File: config.mk
export PLATFORM = sky130hd
export DESIGN_NAME = bin2bcd_seq
export DESIGN_NICKNAME = d
export VERILOG_FILES = /design/src/rtl/bin2bcd_seq.sv
export SDC_FILE = /design/constraint.sdc
export NUM_CORES = 1
export LEC_CHECK = 0
export BUFFER_PORTS_ARGS = -buffer_cell sky130_fd_sc_hd__clkbuf_2
export CAP_MARGIN = 20
export CORE_ASPECT_RATIO = 1.75
export CORE_MARGIN = 5
export CORE_UTILIZATION = 35
export CTS_CLUSTER_SIZE = 20
export DETAILED_ROUTE_END_ITERATION = 8
export PLACE_DENSITY = 0.6
export SYNTH_ARGS = -nofsm -noshare
export SYNTH_HDL_FRONTEND = slang
export SYNTH_SLANG_ARGS = --single-unit
File: constraint.sdc
create_clock -name clk -period 2.3 [get_ports clk]
set_clock_uncertainty 0.1 [all_clocks]
set_input_delay 0.23 -clock clk [delete_from_list [all_inputs] [get_ports clk]]
set_output_delay 0.23 -clock clk [all_outputs]
set_load 0.01 [all_outputs]
File: src/rtl/bin2bcd_seq.sv
// Sequential double-dabble converter: WIDTH-bit unsigned binary to four BCD digits.
// Digits are registered and change only on the commit edge; values above 9999 saturate to 9999.
`timescale 1ns/1ps
module bin2bcd_seq #(
  parameter int WIDTH = 14
) (
  input  logic             clk,
  input  logic             clr,
  input  logic             start,
  input  logic [WIDTH-1:0] bin,
  output logic [3:0]       dig1,
  output logic [3:0]       dig2,
  output logic [3:0]       dig3,
  output logic [3:0]       dig4,
  output logic             busy,
  output logic             done,
  output logic             ovf
);

  localparam int SW = 16 + WIDTH;

  typedef enum logic [1:0] {
    IDLE   = 2'd0,
    SHIFT  = 2'd1,
    COMMIT = 2'd2
  } state_t;

  state_t          state;
  logic [SW-1:0]   shreg;
  logic [SW-1:0]   corrected;
  logic [3:0]      cnt;
  logic            sat;

  // Add-3 correction on every BCD nibble in parallel, applied before each shift.
  generate
    for (genvar gi = 0; gi < 4; gi++) begin : g_adj
      logic [3:0] nib;
      assign nib = shreg[WIDTH + 4*gi +: 4];
      assign corrected[WIDTH + 4*gi +: 4] = (nib >= 4'd5) ? nib + 4'd3 : nib;
    end
  endgenerate

  assign corrected[WIDTH-1:0] = shreg[WIDTH-1:0];

  always_ff @(posedge clk or negedge clr) begin
    if (!clr) begin
      state <= IDLE;
      shreg <= '0;
      cnt   <= '0;
      sat   <= 1'b0;
      dig1  <= '0;
      dig2  <= '0;
      dig3  <= '0;
      dig4  <= '0;
      busy  <= 1'b0;
      done  <= 1'b0;
      ovf   <= 1'b0;
    end else begin
      done <= 1'b0;
      case (state)
        IDLE: begin
          if (start) begin
            shreg <= {16'd0, bin};
            sat   <= (32'(bin) > 32'd9999);
            cnt   <= '0;
            busy  <= 1'b1;
            state <= SHIFT;
          end
        end
        SHIFT: begin
          shreg <= {corrected[SW-2:0], 1'b0};
          cnt   <= cnt + 4'd1;
          if (cnt == 4'(WIDTH - 1)) begin
            state <= COMMIT;
          end
        end
        COMMIT: begin
          if (sat) begin
            dig4 <= 4'd9;
            dig3 <= 4'd9;
            dig2 <= 4'd9;
            dig1 <= 4'd9;
          end else begin
            dig4 <= shreg[SW-1  -: 4];
            dig3 <= shreg[SW-5  -: 4];
            dig2 <= shreg[SW-9  -: 4];
            dig1 <= shreg[SW-13 -: 4];
          end
          ovf   <= sat;
          done  <= 1'b1;
          busy  <= 1'b0;
          state <= IDLE;
        end
        default: begin
          state <= IDLE;
        end
      endcase
    end
  end

endmodule

==> results.py, run 1 <==
metrics = {
    "yosys": {
        "yosysTopAreaCell": "dfrtp_1",
        "synth_ff_type": "dfrtp_1",
        "portion_of_synthesized_cell_area_occupied_by_the_leading_cell_type_pct": 50.1,
        "post_synth_xor_area_fraction_pct": 0.940,
        "synth_seq_cells": 56,
        "postSynthNetCount": 301,
        "yosys-mux-area-fraction_pct": 0.761,
        "synth.yosys.warnings": 0,
        "synth_area_leaders": "dfrtp_1 (50%), o21ai_0 (5.0%), ha_1 (4.5%)",
        "ys_seq_area_share_pct": 50.1,
        "synth_compound_area_share_pct": 24.5,
        "synthCells": 274,
        "yosysMostFrequentCell": "dfrtp_1",
        "synth_enable_flop_cells": 0,
        "synth.cells.most_frequent": "dfrtp_1 (56), nand2_1 (31), o21ai_0 (28)",
        "main_combinational_cell_family_by_area_after_synthesis": "compound AO/OA/AOI/OAI gates",
        "netlist_area_um2": 2800,
        "synth.avg_cell_area_um2": 10.2,
        "yosys_cell_types": 44,
        "simple_gate_area_share_of_the_yosys_netlist_pct": 13.0,
        "synth_adder_area_share_pct": 4.47,
        "synthArstFlopShare_pct": 100,
    },
    "setup_path": {
        "critical-path-top-delay-family": "flip-flops",
        "crit_path_end_kind": "register",
        "crit_path_top_delay_cell": "dfrtp_1",
        "slowest_delay_ns": 0.64,
        "worstPathArrival_ns": 1.97,
        "crit_required_ns": 2.41,
        "critical_path.max_fanout": 23,
        "critical_path.n_buffers_inverters": 1,
        "crit_chain": "nor2b_4, buf_4, a22oi_1, o21ai_0",
        "startpoint_type": "register",
        "ws_path_type": "register to register",
    },
    "global_routing": {
        "grt_pass1_vias": 2291,
        "globalRouteOverflowTotal": 0,
        "grtUsageTotal_pct": 12.9,
        "grt_max_degree": 57,
        "first_pass_grt_wire_length_mm": 10.4,
        "number_of_antenna_violations_at_the_first_check_in_global_routing": 0,
    },
    "cts": {
        "htree_levels": 2,
        "clock_tree.buffer_depth": 2,
        "clock_sinks": 56,
        "cts_setup_buffers": 0,
        "cts_inserted_buffers": 5,
        "cts_tree": "done",
        "worstSkewPairLatency_ns": 0.29,
        "cts_repair_resize_count": 0,
        "root_buffer": "clkbuf_16",
        "clk_pin_slew_worst_paths_ns": 0.07,
    },
    "place": {
        "portBuffers": 35,
        "place_hpwl_mm": 4.11,
        "worst_slack_placed_ns": 0.449,
        "gpl.final_weighted_congestion": 0.783,
    },
    "route": {
        "first_iter_violations": 177,
        "drcViolationCount": 0,
        "postRouteWirelength_mm": 6.06,
        "avgRoutedWirePerCell_um": 15.3,
        "initial_drt_pass_iterations": 4,
        "via_per_inst": 5.44,
        "drtAntennaViolNets": 0,
        "routed_via_count": 2154,
    },
    "die": {
        "design.core.area_um2": 7860,
        "start_util_pct": 35.6,
        "chip_width_um": 77.6,
        "io_pins": 36,
        "rows": 43,
        "total_die_area_um2": 9950,
        "die_height_um": 128,
    },
    "run_status": {
        "outcome": "finished, final reports clean",
    },
    "job": {
        "max_cap_viol_count": 0,
    },
    "timing": {
        "post-route-min-period_ns": 1.86,
        "setup_tns_ns": 0,
        "worst-slew-pin-transition_ns": 0.704,
        "max_clock_freq_mhz": 538,
        "timing_max_transition_violations_final": 0,
        "grt_setup_unrepaired": "no",
        "setup_viol_count_final": 0,
        "max_slew_margin_pct": 53.1,
        "report.final.hold_viol_count": 0,
        "finalWorstSetupSlack_ns": 0.440,
        "fin_crit_sh_pct": 80.9,
    },
    "cells_and_area": {
        "layout.nets": 332,
        "diodes": 0,
        "area_delta_synth_final_pct": 13.9,
        "drive_gt1_share_pct": 17.3,
    },
    "power_and_ir_drop": {
        "design_power_total_mw": 3.98,
        "power_density_nw_per_um2": 1250,
        "power.ir.vdd_worst_mv": 0.401,
        "p_leak_nw": 1.47,
    },
    "min_path": {
        "hold_path.class": "input port to register",
    },
}
worst paths after layout:
check | to | slack, ns | cells after the start | startpoint
worst max-delay path | shreg[5] | 0.44 | 4 | state[1]
worst min-delay path | sat | 0.10 | 3 | bin[13]
worst max register to register | shreg[5] | 0.44 | 4 | state[1]
worst min register to register | dig1[0] | 0.37 | 2 | dig1[0]
max in group asynchronous | shreg[5] | 1.48 | 3 | clr
min in group asynchronous | dig3[0] | 0.37 | 3 | clr
state kept, by name, indices dropped and copies added (netlist names):
register	count
busy	1
cnt	4
dig1	4
dig2	4
dig3	4
dig4	4
done	1
ovf	1
sat	1
shreg	30
state	2
repair_timing:
action,CTS,global route
hold buffers,1,0
hold endpoints to repair,56,0
setup endpoints to repair,0,0
report_power, final:
part / leakage, nW / internal (mW) / switching [mW]
logic: 0.683 / 0.663 / 0.875
registers: 0.714 / 1.35 / 0.334
clock network: 0.0712 / 0.435 / 0.326
total: 1.47 / 2.44 / 1.54
layout by cell type (no fill, tap or decap), types with 2 or more instances in the layout:
| cell type | synthesis | final |
|---|---|---|
| nor2_1 | 8 | 8 |
| o21a_1 | 4 | 4 |
| o31ai_1 | 12 | 12 |
| o2111ai_1 | 8 | 8 |
| and2b_1 | 5 | 5 |
| clkbuf_1 | 2 | 2 |
| o32ai_1 | 3 | 3 |
| dfrtp_1 | 56 | 56 |
| clkbuf_2 | 1 | 35 |
| clkbuf_16 | 0 | 5 |
| inv_1 | 18 | 18 |
| and3_1 | 2 | 2 |
| ha_1 | 10 | 10 |
| nand2_1 | 31 | 31 |
| o221ai_1 | 4 | 4 |
| a22oi_1 | 13 | 13 |
| a32o_1 | 4 | 4 |
| a21oi_1 | 13 | 13 |
| o311ai_1 | 4 | 4 |
| buf_4 | 1 | 4 |
| nor2b_1 | 13 | 13 |
| o21ai_0 | 28 | 28 |
| xnor2_1 | 3 | 3 |
tightest hold or removal path: stages:
cell and delay [ns]:
clkbuf_2 0.10, nand2_1 0.07, o21ai_1 0.06
layout make-up:
class                   instances  area [µm²]
well taps                      90         113
fillers                       796        4670
flip-flops and latches         56        1400
clock buffers                   8         146
multi-input cells             183        1220
inverters                      18        67.6
repair buffers                 41         235
stage by stage:
step / cells / hold slack (ns) / area (µm²) / utilization, %
floorplan: 274 / -0.166 / 2800 / -
global placement: 387 / 0.156 / 3030 / 38.6
detailed placement: 387 / 0.168 / 3030 / 38.6
CTS: 396 / 0.0888 / 3190 / 40.6
global route: 396 / 0.0924 / 3190 / 40.6
finish: 396 / 0.103 / 3190 / 40.6
cell families (layout without fill, tap and decap cells):
group | after synthesis | after routing
AO/OA/AOI/OAI | 99 | 99
AND/OR/NAND/NOR | 69 | 69
multiplexers | 2 | 2
flip-flops | 56 | 56
buffers and inverters | 35 | 67
adder cells (fa/ha/maj) | 10 | 10
XOR/XNOR | 3 | 3
layer usage:
layer	GRT usage, %	up-vias	wire [µm]
li1	-	1050	-
met1	14.7	1057	2590
met2	22.4	33	3130
met3	1.90	14	144
met4	7.79	0	199
met5	0	-	0
Note: power is estimated with default switching activity, not from simulation.
==> run 2, diff against run 1 <==
PLACE_DENSITY = 0.62   (was 0.6)
clock period = 1.6 ns   (was 2.3 ns; I/O delays follow)
==> results.py, run 2 (synthesized netlist as in run 1, its figures left out) <==
metrics = {
    "die": {
        "die_height_um": 128,
        "chip_width_um": 77.6,
        "total_die_area_um2": 9950,
        "design.core.area_um2": 7860,
        "start_util_pct": 35.6,
        "io_pins": 36,
        "rows": 43,
    },
    "timing": {
        "worst_hold_slack_after_final_layout_ns": 0.0148,
        "post-route-min-period_ns": 1.53,
        "max_clock_freq_mhz": 654,
        "report.final.hold_viol_count": 0,
        "fin_crit_sh_pct": 95.6,
        "max_slew_margin_pct": 60.4,
        "finalWorstSetupSlack_ns": 0.0711,
        "setup_viol_count_final": 0,
        "timing_max_transition_violations_final": 0,
        "worst-slew-pin-transition_ns": 0.594,
        "setup_tns_ns": 0,
    },
    "place": {
        "worst_slack_placed_ns": 0.0822,
        "placedInstanceArea_um2": 3080,
        "portBuffers": 35,
        "gpl.final_weighted_congestion": 0.765,
        "place_hpwl_mm": 4.25,
    },
    "cells_and_area": {
        "layout.nets": 341,
        "final_cell_mix": "dfrtp_1 (55), clkbuf_2 (35), nand2_1 (31), o21ai_0 (28), inv_1 (18)",
        "registers.top_by_ff_count": "shreg",
        "diodes": 0,
        "layout.cells.most_common": "dfrtp_1",
        "max_ffs_per_register": 30,
        "area_delta_synth_final_pct": 17.4,
        "utilization_of_the_core_after_routing_pct": 41.8,
        "drive_gt1_share_pct": 21.6,
        "finalInstanceArea_um2": 3280,
    },
    "route": {
        "first_iter_violations": 142,
        "via_per_inst": 5.30,
        "drtAntennaViolNets": 0,
        "drcViolationCount": 0,
        "avgRoutedWirePerCell_um": 14.6,
        "postRouteWirelength_mm": 5.93,
        "routed_via_count": 2146,
        "initial_drt_pass_iterations": 4,
    },
    "setup_path": {
        "crit_path_end_kind": "register",
        "worstPathArrival_ns": 1.62,
        "ws_path_type": "register to register",
        "worstSetupStartpoint": "shreg[26]",
        "startpoint_type": "register",
        "r2r-start": "shreg[26]",
        "crit_required_ns": 1.69,
        "critical_path.max_fanout": 4,
    },
    "cts": {
        "clock_sinks": 56,
        "cts_tree": "done",
        "clock_tree.buffer_depth": 2,
        "root_buffer": "clkbuf_16",
        "worstSkewPairLatency_ns": 0.29,
        "htree_levels": 2,
        "clk_pin_slew_worst_paths_ns": 0.07,
        "cts_inserted_buffers": 5,
    },
    "global_routing": {
        "first_pass_grt_wire_length_mm": 10.1,
        "number_of_antenna_violations_at_the_first_check_in_global_routing": 0,
        "globalRouteOverflowTotal": 0,
        "grtUsageTotal_pct": 12.5,
        "grt_pass1_vias": 2128,
        "grt_max_degree": 57,
    },
    "job": {
        "max_cap_viol_count": 0,
    },
    "min_path": {
        "hold_path.class": "input port to register",
        "hold_path_startpoint": "bin[13]",
    },
    "power_and_ir_drop": {
        "power.ir.vdd_worst_mv": 0.583,
        "power_density_nw_per_um2": 1800,
        "p_leak_nw": 1.53,
    },
    "run_status": {
        "outcome": "finished, final reports clean",
    },
}
==> run 2: metal layers <==
layer	vias up	track usage, %	part of all wire (%)
li1	1068	-	-
met1	1039	14.5	42
met2	31	22.2	53
met3	8	2.32	2.7
met4	0	5.36	2.2
met5	-	0	0
==> run 2: power by group <==
group	switching, mW	internal [mW]	total, mW
logic	1.30	1.11	2.41
clock network	0.474	0.626	1.10
registers	0.460	1.94	2.40
total	2.24	3.67	5.91
==> run 2: final timing paths <==
path                             end  slack (ns)  depth (start not counted)
max                        shreg[28]        0.07                          5
min                              sat        0.01                          3
max reg2reg                shreg[28]        0.07                          5
min reg2reg                   cnt[3]        0.37                          1
max in group asynchronous   shreg[6]        0.84                          3
min in group asynchronous  shreg[29]        0.29                          3
==> run 2: stage by stage <==
step	instances	total power, mW
2_1_floorplan	274	4.03
3_3_place_gp	392	4.68
3_5_place_dp	392	4.73
4_1_cts	401	5.85
5_1_grt	405	6.43
6_report	405	5.91
==> run 2: area by class of cell <==
type / instances / area (µm²)
Timing Repair Buffer: 50 / 315
Fill cell: 798 / 4570
Multi-Input combinational cell: 183 / 1240
Clock buffer: 8 / 146
Inverter: 18 / 67.6
Sequential cell: 56 / 1400
Tap cell: 90 / 113
==> run 2: what timing repair did <==
item | in CTS | in global routing
buffers inserted | 0 | 4
hold buffers | 1 | 0
endpoints found under the setup margin | 0 | 9
endpoints found under the hold margin | 56 | 0
gates resized for setup | 0 | 6
==> run 2: critical path: stages, from the launching register on <==
cell,delay [ns]
dfrtp_1,0.42
inv_1,0.10
ha_1,0.23
nor2b_2,0.17
o21a_1,0.18
o311ai_1,0.22
